File: config.mk
export PLATFORM = sky130hd
export DESIGN_NAME = rom_port_arbiter
export DESIGN_NICKNAME = d
export VERILOG_FILES = /design/src/rtl/rom_arb_pkg.sv /design/src/rtl/rom_arb_pick.sv /design/src/rtl/rom_port_arbiter.sv
export SDC_FILE = /design/constraint.sdc
export NUM_CORES = 1
export LEC_CHECK = 0
export CORE_UTILIZATION = 35
export CTS_CLUSTER_SIZE = 24
export DETAILED_ROUTE_END_ITERATION = 16
export HOLD_SLACK_MARGIN = 0.05
export MAX_ROUTING_LAYER = met4
export PLACE_DENSITY = 0.82
export SLEW_MARGIN = 20
export SYNTH_ARGS = -nofsm -noshare
export SYNTH_HDL_FRONTEND = slang
export SYNTH_SLANG_ARGS = --single-unit
File: constraint.sdc
create_clock -name i_clk -period 1.4 [get_ports i_clk]
set_clock_uncertainty 0.15 [all_clocks]
set_input_delay 0.28 -clock i_clk [delete_from_list [all_inputs] [get_ports i_clk]]
set_output_delay 0.28 -clock i_clk [all_outputs]
set_load 0.01 [all_outputs]
File: src/rtl/rom_arb_pkg.sv
// rom_arb_pkg: shared types and constants for the program-ROM port arbiter.
//   arb_state_t : arbiter FSM state (ARB_IDLE, ARB_RESP)
//   REQ_IF/DM   : requester indices used for grant and pick encoding
package rom_arb_pkg;
   typedef enum logic {
      ARB_IDLE = 1'b0,
      ARB_RESP = 1'b1
   } arb_state_t;
   localparam logic REQ_IF = 1'b0;
   localparam logic REQ_DM = 1'b1;
endpackage

File: src/rtl/rom_arb_pick.sv
// rom_arb_pick: combinational winner-select between the IF and DM requesters.
// Policy macro ROM_ARB_RR_EN: defined = round-robin on i_last_grant, else IF has fixed priority.
//   i_if_req, i_dm_req : request levels
//   i_last_grant       : last granted requester (round-robin build only)
//   o_pick_valid       : at least one request present
//   o_pick_idx         : winner index; REQ_IF when no request
module rom_arb_pick
   import rom_arb_pkg::*;
(
   input  logic i_if_req,
   input  logic i_dm_req,
`ifdef ROM_ARB_RR_EN
   input  logic i_last_grant,
`endif
   output logic o_pick_valid,
   output logic o_pick_idx
);
   always_comb begin
      o_pick_valid = i_if_req | i_dm_req;
`ifdef ROM_ARB_RR_EN
      o_pick_idx   = (i_if_req & i_dm_req) ? ~i_last_grant : (i_dm_req ? REQ_DM : REQ_IF);
`else
      o_pick_idx   = i_if_req ? REQ_IF : (i_dm_req ? REQ_DM : REQ_IF);
`endif
   end
endmodule

File: src/rtl/rom_port_arbiter.sv
// rom_port_arbiter: shares one combinational program ROM between instruction fetch and a data reader.
// Macro ROM_ARB_RR_EN selects round-robin arbitration; default is fixed IF-over-DM priority.
//   i_clk, i_reset            : clock, synchronous active-high reset
//   i_if_req/addr/rready      : fetch request, word address, result accept
//   o_if_rvalid               : fetch result valid on o_rdata
//   i_dm_req/addr/rready      : data-reader request, word address, result accept
//   o_dm_rvalid               : data-reader result valid on o_rdata
//   o_rdata                   : registered read word shared by both requesters
//   o_rom_addr, i_rom_data    : ROM address out, combinational ROM word in
//   o_busy                    : high while a response is outstanding
module rom_port_arbiter
   import rom_arb_pkg::*;
#(
   parameter int WIDTH      = 32,
   parameter int ADDR_WIDTH = 10
) (
   input  logic                  i_clk,
   input  logic                  i_reset,
   input  logic                  i_if_req,
   input  logic [ADDR_WIDTH-1:0] i_if_addr,
   output logic                  o_if_rvalid,
   input  logic                  i_if_rready,
   input  logic                  i_dm_req,
   input  logic [ADDR_WIDTH-1:0] i_dm_addr,
   output logic                  o_dm_rvalid,
   input  logic                  i_dm_rready,
   output logic [WIDTH-1:0]      o_rdata,
   output logic [ADDR_WIDTH-1:0] o_rom_addr,
   input  logic [WIDTH-1:0]      i_rom_data,
   output logic                  o_busy
);
   arb_state_t            r_state;
   logic                  r_grant;
   logic [ADDR_WIDTH-1:0] r_gaddr;
   logic [WIDTH-1:0]      r_rdata;
   logic                  r_if_rvalid;
   logic                  r_dm_rvalid;
   logic                  r_busy;
   logic                  w_pick_valid;
   logic                  w_pick_idx;
   logic [ADDR_WIDTH-1:0] w_pick_addr;
   logic                  w_rready;

   // r_grant doubles as the round-robin history; it resets to DM so IF wins the first tie
   rom_arb_pick u_pick (
      .i_if_req     (i_if_req),
      .i_dm_req     (i_dm_req),
`ifdef ROM_ARB_RR_EN
      .i_last_grant (r_grant),
`endif
      .o_pick_valid (w_pick_valid),
      .o_pick_idx   (w_pick_idx)
   );

   assign w_pick_addr = (w_pick_idx == REQ_DM) ? i_dm_addr : i_if_addr;
   assign w_rready    = (r_grant == REQ_DM) ? i_dm_rready : i_if_rready;
   // the latched grant address keeps the ROM output stable while the response is held
   assign o_rom_addr  = (r_state == ARB_RESP) ? r_gaddr : w_pick_addr;
   assign o_rdata     = r_rdata;
   assign o_if_rvalid = r_if_rvalid;
   assign o_dm_rvalid = r_dm_rvalid;
   assign o_busy      = r_busy;

   always_ff @(posedge i_clk) begin
      if (i_reset) begin
         r_state     <= ARB_IDLE;
         r_grant     <= REQ_DM;
         r_gaddr     <= '0;
         r_rdata     <= '0;
         r_if_rvalid <= 1'b0;
         r_dm_rvalid <= 1'b0;
         r_busy      <= 1'b0;
      end else if (r_state == ARB_IDLE) begin
         if (w_pick_valid) begin
            r_state     <= ARB_RESP;
            r_grant     <= w_pick_idx;
            r_gaddr     <= w_pick_addr;
            r_rdata     <= i_rom_data;
            r_if_rvalid <= (w_pick_idx == REQ_IF);
            r_dm_rvalid <= (w_pick_idx == REQ_DM);
            r_busy      <= 1'b1;
         end
      end else if (w_rready) begin
         r_state     <= ARB_IDLE;
         r_if_rvalid <= 1'b0;
         r_dm_rvalid <= 1'b0;
         r_busy      <= 1'b0;
      end
   end
endmodule

==> Yosys cells after proc, flatten, opt, wreduce, memory -nomap -nowiden <==
Cells that the tools add are included.
{ "word_totals": {"reg_bits": 47, "wordCells": 29} }
{ "op_classes": {"bitwise": 3, "eq_ne": 1, "n_mux": 15, "reduce_logical": 3} }
{ "op_table": {"columns": ["cell", "n"], "rows": [
  ["10-bit 2-to-1 mux", 2],
  ["1-bit 2-to-1 mux", 13],
  ["2-bit AND reduction", 2],
  ["2-bit by 1-bit != test with 1-bit output (second input constant)", 1],
  ["1-bit NOT", 2],
  ["2-bit nonzero test", 1],
  ["1-bit OR", 1]
]} }

==> Depth between registers and ports, before layout <==
{ "logic_depth": {"depth_word": 5, "ltp_mapped": 6} }

==> Hierarchy <==
From an unflattened synthesis, not the netlist that was laid out.
{ "unflattened": {"hier_cells": 230, "hier_area_um2": 2044.5} }
{ "modules_own_cells": {"columns": ["module", "instances", "seq_area_each_um2", "area_each_um2", "cells_each"], "rows": [
  ["rom_port_arbiter", 1, 940.9, 2031.9, 228],
  ["rom_arb_pick", 1, 0.0, 12.5, 2]
]} }

==> Least setup slack after synthesis <==
OpenSTA, ideal clock, no wires.
{ "synth_timing": {"path_type": "register -> output", "startpoint": "register r_state", "endpoint": "output o_rom_addr[0]", "required_ns": 0.970, "setup_slack_ns": -0.080, "stages_incl_launch_ff": 6, "t_arrival_ns": 1.050, "cell_sequence": "dfxtp_1 > buf_4 > inv_1 > clkbuf_1 > nor2_1 > a21oi_1"} }
{ "synth_between": {"elab_chain_cells": 1} }
{ "synth_lines": {"columns": ["item", "line", "source"], "rows": [
  ["start: declaration", "rom_port_arbiter.sv:32", "arb_state_t r_state;"],
  ["start signal: assignment", "rom_port_arbiter.sv:66", "r_state <= ARB_IDLE;"],
  ["start signal: assignment", "rom_port_arbiter.sv:75", "r_state <= ARB_RESP;"],
  ["start signal: assignment", "rom_port_arbiter.sv:84", "r_state <= ARB_IDLE;"],
  ["10-bit 2-to-1 mux", "rom_port_arbiter.sv:58", "assign o_rom_addr = (r_state == ARB_RESP) ? r_gaddr : w_pick_addr;"],
  ["end: declaration", "rom_port_arbiter.sv:28", "output logic [ADDR_WIDTH-1:0] o_rom_addr,"]
]} }
Every way passes these cells.

==> Final worst setup path <==
{ "layout_timing": {"startpoint": "register r_state", "endpoint": "output o_rom_addr[3]"} }
The elaborated chain is that of the path after synthesis.

==> impl_metrics.yaml <==
grt:
  use_met2_pct: 34.32
  gr-max-usage-layer: "met2"
  antenna_found_initial: 0
  grt_pass1_vias: 1928
  grt_overflow: 0
  gr-usage-met1_pct: 23.45
  grt_usage_pct: 19.98
  grt_max_degree: 24
  grt_first_pass_wirelength_um: 8390
  use_met3_pct: 4.630
clocking:
  clk_latency_ns: 0.29
  cts_tree: "done"
  clock_sinks: 47
  h-tree-depth: 2
  clk_pin_slew_ns: 0.08
  clock-root-buffer: "clkbuf_8"
  cts_buffers: 5
  clock_path_buffers: 2
  ctsHoldBuffers: 0
power_and_ir_drop:
  power.clock.fraction_pct: 25.0
  sw_frac_of_total_pct: 27.99
  irDropWorstVdd_uv: 681.3
  leakagePower_nw: 1.574
  internal_power_mw: 2.520
  power_density_nw_per_um2: 954.5
  power_frac_seq_pct: 43.3
  power.switching_mw: 0.9795
  combPwrFrac_pct: 31.7
setup_path:
  cp_slowest_stage_delay_ns: 0.36
  crit_slowest_cell: "dfxtp_2"
  critPathArrivalTime_ns: 1.22
  cp-start-kind: "flop"
  crit_chain: "clkinv_4, buf_16, a21oi_2, buf_2"
  critPathMaxFanout: 10
  criticalPathCategory: "reg -> out"
  cp-end-kind: "primary output"
  startpoint: "r_state"
  worstPathRequired_ns: 0.97
  r2r_start: "r_state"
layout:
  design_area_um2: 3666
  drive_gt1_share_pct: 31.59
  nets: 421
  fin_cells: 434
  diodes: 0
  syn_to_final_growth_pct: 92.51
logic_synthesis:
  synth-edff-count: 0
  synth_ff_type: "dfxtp_1"
  synth-seq-cells: 47
  ys.warnings.count: 0
  synth_cell_types: 21
  synthArstFlopShare_pct: 0
  netlist_instances: 232
  yosysSeqAreaShare_pct: 49.41
  synth_nets: 290
  netlist_area_um2: 1904
  postSynthAreaPerCell_um2: 8.208
floorplanning:
  start_util_pct: 36.82
  die_y_um: 75.76
  core.rowCount: 26
  core_area_um2: 5172
  io_pins: 103
  die-width_um: 75.76
  die-area_um2: 5740
timing:
  setup_ws_ns: -0.2479
  rsz0062_at_grt: "true"
  period_share_pct: 117.7
  maxSlewHeadroom_pct: 81.01
  slew_viol_final: 0
  tightest_slew_ns: 0.2793
  period_needed_ns: 1.648
  timing_hold_violations_final: 0
  fmax_ghz: 0.6068
  final-setup-viol-count: 43
route:
  drtIter0Drc: 54
  post-route-drc-count: 0
  wirelength_um: 5972
  ant_nets: 0
  wire_per_inst_um: 13.76
  drtPass1Iterations: 4
  dr_total_vias: 2086
  viasPerCell: 4.806
placement:
  dpl_cell_area_um2: 3134
  dp_hpwl_um: 3676
  dp_cells: 409
  port_buffers: 102
  gp_congestion: 0.7210
job:
  maxCapViolCount: 0
worst_hold_path:
  hp-class: "in -> reg"
  hp-start: "i_reset"
status:
  status: "finished with violations"
  violations: "negative setup slack"
[sequential cells by signal (all words and copies together) (netlist names)]
name,flops
r_state,1
o_busy,1
o_dm_rvalid,1
o_if_rvalid,1
r_gaddr,10
o_rdata,32
r_grant,1
[cell usage after synthesis (2+ instances only)]
master,count,area (um^2)
clkbuf_1,7,26.28
inv_1,2,7.510
buf_2,3,15.01
nand2_1,65,244.0
a21oi_1,44,220.2
mux2i_1,11,110.1
buf_6,3,33.78
a211oi_2,6,75.07
nor2_1,23,86.33
buf_4,5,37.54
a211oi_1,4,30.03
nand3_1,2,10.01
dfxtp_1,47,940.9
nand2b_1,3,18.77
[worst max-delay path: cells and delay by family, from the launching register on]
| kind | cells | cell delay (ns) |
|---|---|---|
| buffers and inverters | 3 | 0.41 |
| flip-flops | 1 | 0.36 |
| AO/OA/AOI/OAI | 1 | 0.16 |
[metrics by stage]
step	setup TNS, ns	utilization (%)	hold slack (ns)	total power, mW	setup WS (ns)
4_1_cts	-1.961	65.41	0.1717	3.371	-0.2166
2_1_floorplan	0	-	0.2660	1.929	0.003128
5_1_grt	-6.691	70.88	0.2065	3.688	-0.3002
6_report	-3.207	70.88	0.2015	3.499	-0.2479
3_3_place_gp	-22.87	60.60	0.2902	2.437	-0.9367
3_5_place_dp	-24.41	60.60	0.2969	2.455	-0.9997
[layer usage]
layer	wire length, um	share of wire, %
met4	96	1.6
met1	2497	42
met5	0	0
met3	378	6.3
met2	2999	50
[cell families (layout without fill, tap and decap cells)]
group           count (synthesis)  after routing  share of synthesized area [%]
compound gates                 60             60                          19.32
buf+inv                        20            152                          6.308
flops                          47             47                          49.41
mux                            11             11                          5.782
simple gates                   94             94                          19.19
[final timing paths]
kind | cells after the start | end | slack, ns
min reg2reg | 2 | o_rdata[19] | 0.30
max | 4 | o_rom_addr[3] | -0.25
min | 2 | o_rdata[16] | 0.20
max reg2reg | 5 | r_gaddr[5] | -0.08
[power groups by stage]
stage | registers [mW] | logic, mW | clock network (mW)
5_1_grt | 1.53 | 1.19 | 0.967
3_5_place_dp | 1.53 | 0.922 | 0
3_3_place_gp | 1.53 | 0.909 | 0
2_1_floorplan | 1.56 | 0.365 | 0
6_report | 1.51 | 1.11 | 0.875
4_1_cts | 1.50 | 0.948 | 0.920
[final cells by class]
class | count | area [um^2]
clock buffer | 8 | 100.1
multi-input combinational | 165 | 1101
tap | 70 | 87.58
fill | 386 | 1506
sequential | 47 | 942.2
timing repair buffer | 142 | 1423
inverter | 2 | 12.51
[timing repair]
item                       CTS  global route
pin swaps                    9             3
cloned                       2             5
resized for setup          112            41
setup endpoints to repair   69            28
setup buffers                9             1
[cell usage in the layout, fill, tap and decap left out, types with 2 or more instances in the layout]
cell	instances
a211oi_1	2
a211oi_2	8
a21oi_1	22
a21oi_2	21
buf_12	5
buf_16	2
buf_2	11
buf_4	27
buf_6	3
clkbuf_16	5
clkbuf_8	7
clkdlybuf4s15_1	3
clkdlybuf4s50_1	54
dfxtp_1	46
dlygate4sd2_1	32
mux2i_2	4
mux2i_4	6
nand2_1	65
nand2b_1	2
nand3_1	2
nor2_1	13
nor2_2	5
nor2_4	5
No activity file was read; power rests on OpenSTA's default activity.
